**config.mk**
```make
export PLATFORM = sky130hd
export DESIGN_NAME = alu_arbiter
export DESIGN_NICKNAME = d
export VERILOG_FILES = /design/src/rtl/alu_arbiter.sv
export SDC_FILE = /design/constraint.sdc
export NUM_CORES = 1
export LEC_CHECK = 0
export CORE_UTILIZATION = 37
export DETAILED_ROUTE_END_ITERATION = 10
export GPL_ROUTABILITY_DRIVEN = 1
export PLACE_DENSITY_LB_ADDON = 0.08
export SLEW_MARGIN = 20
export SYNTH_ARGS = -nofsm -noshare
export SYNTH_HDL_FRONTEND = slang
export SYNTH_SLANG_ARGS = --single-unit
```
**constraint.sdc**
```tcl
create_clock -name clk -period 4.12 [get_ports clk]
set_input_delay 0.412 -clock clk [delete_from_list [all_inputs] [get_ports clk]]
set_output_delay 0.412 -clock clk [all_outputs]
set_load 0.1 [all_outputs]
```
**src/rtl/alu_arbiter.sv**
```systemverilog
// alu_arbiter: two-port round-robin arbiter sharing one combinational W-bit ALU
//   clk, reset            : single clock, synchronous active-high reset
//   reqN_valid/ready      : request handshake for port N (N = 0, 1)
//   reqN_op/a/b/cin/lock  : opcode, operands, carry in, hold-grant request
//   rspN_valid            : one-cycle pulse, response for port N
//   rspN_result/cout      : result and carry out, held between pulses
//   Macro ALU_ARB_LOCK_EN : enables grant locking via reqN_lock
module alu_arbiter #(
  parameter int W = 32
) (
  input  logic         clk,
  input  logic         reset,
  input  logic         req0_valid,
  output logic         req0_ready,
  input  logic [2:0]   req0_op,
  input  logic [W-1:0] req0_a,
  input  logic [W-1:0] req0_b,
  input  logic         req0_cin,
  input  logic         req0_lock,
  input  logic         req1_valid,
  output logic         req1_ready,
  input  logic [2:0]   req1_op,
  input  logic [W-1:0] req1_a,
  input  logic [W-1:0] req1_b,
  input  logic         req1_cin,
  input  logic         req1_lock,
  output logic         rsp0_valid,
  output logic [W-1:0] rsp0_result,
  output logic         rsp0_cout,
  output logic         rsp1_valid,
  output logic [W-1:0] rsp1_result,
  output logic         rsp1_cout
);
  logic         g0, g1;
  logic         ptr_q, ptr_d;
  logic         s1_v_q, s1_v_d, s1_id_q, s1_id_d, s1_cin_q, s1_cin_d;
  logic [2:0]   s1_op_q, s1_op_d;
  logic [W-1:0] s1_a_q, s1_a_d, s1_b_q, s1_b_d;
  logic [W:0]   alu, a_e, b_e;
  logic         rsp0_valid_q, rsp0_valid_d, rsp1_valid_q, rsp1_valid_d;
  logic [W:0]   rsp0_res_q, rsp0_res_d, rsp1_res_q, rsp1_res_d;
`ifdef ALU_ARB_LOCK_EN
  logic         own_v_q, own_v_d, own_id_q, own_id_d;
`else
  logic         lock_unused;
  assign lock_unused = req0_lock ^ req1_lock;
`endif
  always_comb begin
`ifdef ALU_ARB_LOCK_EN
    // an owner excludes the other port even while the owner is idle
    g0 = !reset & req0_valid & (own_v_q ? !own_id_q : (!req1_valid | !ptr_q));
    g1 = !reset & req1_valid & (own_v_q ?  own_id_q : (!req0_valid |  ptr_q));
    own_v_d  = g0 ? req0_lock : g1 ? req1_lock : own_v_q;
    own_id_d = g1 ? 1'b1 : g0 ? 1'b0 : own_id_q;
`else
    g0 = !reset & req0_valid & (!req1_valid | !ptr_q);
    g1 = !reset & req1_valid & (!req0_valid |  ptr_q);
`endif
    ptr_d    = g0 ? 1'b1 : g1 ? 1'b0 : ptr_q;
    s1_v_d   = g0 | g1;
    s1_id_d  = g1 ? 1'b1 : g0 ? 1'b0 : s1_id_q;
    s1_op_d  = g1 ? req1_op  : g0 ? req0_op  : s1_op_q;
    s1_a_d   = g1 ? req1_a   : g0 ? req0_a   : s1_a_q;
    s1_b_d   = g1 ? req1_b   : g0 ? req0_b   : s1_b_q;
    s1_cin_d = g1 ? req1_cin : g0 ? req0_cin : s1_cin_q;
    a_e = {1'b0, s1_a_q};
    b_e = {1'b0, s1_b_q};
    // W+1-bit arithmetic so the carry (or borrow) lands in the top bit
    alu = s1_op_q == 3'd0 ? a_e :
          s1_op_q == 3'd1 ? {1'b0, ~s1_a_q} :
          s1_op_q == 3'd2 ? a_e + b_e + (W+1)'(s1_cin_q) :
          s1_op_q == 3'd3 ? a_e - b_e + (W+1)'(s1_cin_q) :
          s1_op_q == 3'd4 ? {1'b0, s1_a_q | s1_b_q} :
          s1_op_q == 3'd5 ? {1'b0, s1_a_q & s1_b_q} : '0;
    rsp0_valid_d = s1_v_q & !s1_id_q;
    rsp1_valid_d = s1_v_q &  s1_id_q;
    rsp0_res_d   = rsp0_valid_d ? alu : rsp0_res_q;
    rsp1_res_d   = rsp1_valid_d ? alu : rsp1_res_q;
  end
  always_ff @(posedge clk) begin
    if (reset) begin
      ptr_q        <= 1'b0;
      s1_v_q       <= 1'b0;
      s1_id_q      <= 1'b0;
      s1_op_q      <= '0;
      s1_a_q       <= '0;
      s1_b_q       <= '0;
      s1_cin_q     <= 1'b0;
      rsp0_valid_q <= 1'b0;
      rsp1_valid_q <= 1'b0;
      rsp0_res_q   <= '0;
      rsp1_res_q   <= '0;
`ifdef ALU_ARB_LOCK_EN
      own_v_q      <= 1'b0;
      own_id_q     <= 1'b0;
`endif
    end else begin
      ptr_q        <= ptr_d;
      s1_v_q       <= s1_v_d;
      s1_id_q      <= s1_id_d;
      s1_op_q      <= s1_op_d;
      s1_a_q       <= s1_a_d;
      s1_b_q       <= s1_b_d;
      s1_cin_q     <= s1_cin_d;
      rsp0_valid_q <= rsp0_valid_d;
      rsp1_valid_q <= rsp1_valid_d;
      rsp0_res_q   <= rsp0_res_d;
      rsp1_res_q   <= rsp1_res_d;
`ifdef ALU_ARB_LOCK_EN
      own_v_q      <= own_v_d;
      own_id_q     <= own_id_d;
`endif
    end
  end
  assign req0_ready  = g0;
  assign req1_ready  = g1;
  assign rsp0_valid  = rsp0_valid_q;
  assign rsp1_valid  = rsp1_valid_q;
  assign rsp0_result = rsp0_res_q[W-1:0];
  assign rsp0_cout   = rsp0_res_q[W];
  assign rsp1_result = rsp1_res_q[W-1:0];
  assign rsp1_cout   = rsp1_res_q[W];
endmodule

```
==> key figures <==
Setup path
  – CP startpoint: s1_a_q[0]
  – Crit Reg-Reg Endpoint: rsp0_res_q[18]
  – Worst r2r src: s1_a_q[0]
  – Buf/Inv on CP: 3
  – WP data arrival: 4090 ps
  – Worst R2R Setup Slack: 320 ps
  – Worst path most repeated cell: a21oi_1
  – Crit path max-delay family: compound AO/OA/AOI/OAI gates
  – Crit path kind: flip-flop to flip-flop
  – Worst Path Required: 4410 ps
  – Levels on crit path: 15
  – Critical path endpoint category: flip-flop
  – CP max stage cell: dfxtp_1
  – Critical Path Source Type: flip-flop
  – Critical path cell sequence: inv_1 > ha_1 > ha_1 > inv_1 > fa_1 > nand2b_1 > a21o_1 > a21oi_1 > a21oi_1 > o311ai_1 > a21oi_1 > xnor2_1 > a221oi_1 > buf_4 > a21oi_1
  – Number of cells on the worst reg-to-reg path: 15
  – Crit path max fanout: 5
  – Biggest cell delay along the critical path: 470 ps

Timing
  – Endpoints failing hold: 0
  – Min Tclk post-route: 3800 ps
  – RSZ-0062 raised after global routing: false
  – Worst-Margin Slew: 1090 ps
  – Max-slew headroom: 26.7%
  – Final setup fails: 0
  – Fmax: 263 MHz
  – Max-slew violation count: 0
  – Worst Clk Skew: 12.8 ps
  – Setup TNS: 0 ps
  – Ratio of final minimum period to clock period: 92.2%

Yosys
  – Gate Count Post-Synth: 1469
  – XOR/XNOR Fraction of Synth Area: 4.33%
  – Avg Inst Size Synth: 7.71 µm²
  – Yosys warns: 0
  – Synth Area in Adders: 14.7%
  – Main combinational cell family by area after synthesis: compound AO/OA/AOI/OAI gates
  – Register area share after synthesis: 24.6%
  – Asr flop ratio synth: 0%
  – Post-Syn Area: 11300 µm²
  – Synth Area in Simple Gates: 14.2%
  – Net Count, Synth: 1742
  – FF+latch count, synth: 139
  – Post-synth EDFFs: 0
  – Count of cell types in the netlist: 75
  – Synth Area in Compound Gates: 28.5%
  – Mux cell area share after synthesis: 6.80%
  – Primary FF master, synth: dfxtp_1

Power
  – Clk pwr share: 30.7%
  – Leak: 5.84 nW
  – Power Density: 382 nW/µm²
  – Reg power frac: 27.9%
  – Combinational power share: 41.4%
  – Switching share of power: 40.0%
  – Pint: 3.34 mW
  – Max VDD drop: 280 µV
  – Sw Pwr: 2.23 mW
  – Total Power: 5.56 mW

Clock tree
  – Post-CTS Setup Repair Bufs: 0
  – CTS Buf Count: 17
  – CTS Hold Bufs: 0
  – CTS tree: done
  – Root Buffer: clkbuf_16
  – Clk pin slew, worst setup/hold paths: 70 ps
  – H-tree depth reported by CTS: 4
  – Sinks on the clock net: 139
  – Longest Clk Path Bufs: 2
  – Skew-Pair Late Insertion Delay: 430 ps

Global routing
  – Largest net degree at the start of global routing: 97
  – GR Util All Layers: 24.6%
  – First-pass GRT wire length: 59600 µm
  – M1 GR Usage: 40.4%
  – Total gr overflow: 0
  – Met3 usage: 4.02%
  – Initial antenna violation count: 0
  – GR Layer Usage met2: 31.4%
  – Number of global-route vias before repair: 10301
  – GRT busiest layer: met1

Placed design
  – Post-Place Cells: 2017
  – Post-DP HPWL: 29600 µm
  – Placer congestion estimate: 0.930
  – Port-buffer cells: 209

Floorplanning
  – Die height: 177 µm
  – Die area: 31300 µm²
  – Core ar.: 29900 µm²
  – Die X: 177 µm
  – Initial core utilization: 37.9%
  – Core Rows: 63
  – Ports: 212

Detailed routing
  – TritonRoute pass-1 iters: 5
  – Routed vias/inst: 5.50
  – # DRC: 0
  – Routed Antenna Nets: 0
  – Iteration-0 DRC Markers: 1019
  – Routed WL per cell: 18.7 µm
  – Final WL: 38400 µm
  – Via count: 11268

Status
  – Run status: finished, final reports clean

Worst hold path
  – Hold EP: rsp1_res_q[14]
  – Cell count of the worst hold path: 2
  – Hold Path Class: primary input to flip-flop
  – Hold Crit Start: reset

Layout
  – Filler cells: 2965
  – Final cell count without fillers: 2049
  – Syn-to-layout area delta: 28.6%
  – Nets: 1919
  – Fraction of layout cells with a size suffix above 1: 5.79%
  – Post-route core utilization: 48.8%
  – Antenna fix cells: 0

Flow run
  – Max Cap Viol: 0
==> sequential cells by signal, indices dropped and copies added (netlist names) <==
name        flops
s1_id_q         1
ptr_q           1
s1_a_q         32
rsp0_valid      1
s1_b_q         32
rsp1_valid      1
rsp0_res_q     33
rsp1_res_q     33
s1_cin_q        1
s1_v_q          1
s1_op_q         3
==> worst max path at each step <==
stage	to	slack (ps)
2_1_floorplan	rsp1_res_q[30]	980
3_3_place_gp	rsp0_res_q[32]	440
3_5_place_dp	rsp0_res_q[18]	400
4_1_cts	rsp0_res_q[32]	350
5_1_grt	rsp0_res_q[28]	20
6_report	rsp0_res_q[18]	320
==> placed cells by master (no fill, tap or decap), types with 8 or more instances in the layout <==
cell,netlist,layout
o211ai_1,24,24
a31oi_1,11,11
xor2_1,21,21
o31ai_1,9,9
buf_4,0,33
a21o_1,22,22
a221oi_1,8,8
clkdlybuf4s50_1,0,206
o21ai_0,81,81
mux2i_1,77,77
nand2b_1,8,8
dfxtp_1,139,137
xnor2_1,35,35
inv_1,119,119
o22ai_1,9,9
nand2_1,99,99
nand4_1,10,10
nor2_1,175,175
ha_1,128,128
a211oi_1,97,96
clkbuf_16,0,17
or3_1,8,8
nand3_1,18,17
nor3_1,22,21
and3_1,8,8
a21oi_1,138,138
o21bai_1,9,9
==> cell families (layout without fill, tap and decap cells) <==
logic type	after synthesis	after routing
buffers and inverters	208	398
xor gates and xnor gates	56	56
muxes	77	77
adders and majority gates	131	131
and+or+nand+nor	373	373
AOI/OAI and AO/OA	485	485
DFF	139	139
==> cells in the mapped netlist (all sizes together) (4+ instances only) <==
master  number  area share (%)
a211oi      97             6.4
o211ai      25             1.7
a21boi       4            0.27
nand2b       8            0.44
dfxtp      139              25
nand2       99             3.3
a21o        22             1.5
nor3        22            0.97
nor4         6            0.33
o31a         4            0.31
o41ai        6            0.70
o21a         6            0.40
buf         11            0.39
ha         128              14
mux2i       77             6.8
a31o         4            0.31
o21ai       86             3.8
clkbuf      74             2.5
or3          8            0.44
a22oi        4            0.27
and3         8            0.44
nor2       175             5.8
nand3       18            0.80
a31oi       12            0.72
nand4       10            0.55
o22ai        9            0.50
inv        121             4.0
xor2        21             1.6
o31ai       10            0.78
nor2b        7            0.39
o21bai       9            0.60
a221oi      10            0.88
a21oi      140             6.3
xnor2       35             2.7
==> power groups by stage <==
| stage | Combinational [mW] | Clock (mW) | Sequential (mW) |
|---|---|---|---|
| 6_report | 2.30 | 1.71 | 1.55 |
| 4_1_cts | 2.27 | 1.74 | 1.55 |
| 3_5_place_dp | 2.26 | 0 | 1.58 |
| 5_1_grt | 2.50 | 1.80 | 1.57 |
| 3_3_place_gp | 2.25 | 0 | 1.58 |
| 2_1_floorplan | 1.28 | 0 | 1.87 |
==> final cells by class <==
cell class | instances | area [µm²] | area share (%)
clock buffers | 19 | 453 | 3.11
well taps | 390 | 488 | 3.35
clock inverters | 13 | 191 | 1.31
inverters | 123 | 462 | 3.17
multi-input cells | 1122 | 7810 | 53.6
flip-flops and latches | 139 | 2790 | 19.1
repair buffers | 243 | 2380 | 16.3
==> per-stage QoR <==
stage | hold WS (ps) | worst slack [ps] | cell area, µm²
after detailed placement | 454 | 396 | 13900
after global placement | 445 | 435 | 13900
after CTS | 205 | 352 | 14600
after floorplan | 458 | 983 | 11300
after global routing | 222 | 15.9 | 14600
final | 221 | 323 | 14600
==> per-layer routing <==
layer | part of all wire, % | vias up
met3 | 8.1 | 28
met5 | 0 | -
met2 | 37 | 465
li1 | - | 5617
met4 | 1.4 | 0
met1 | 54 | 5158
==> repair_timing <==
item / in CTS / in global routing
endpoints found under the hold margin: 0 / 0
setup endpoints to repair: 0 / 2
gates resized for setup: 0 / 1
Note: power is estimated with default switching activity, not from simulation.
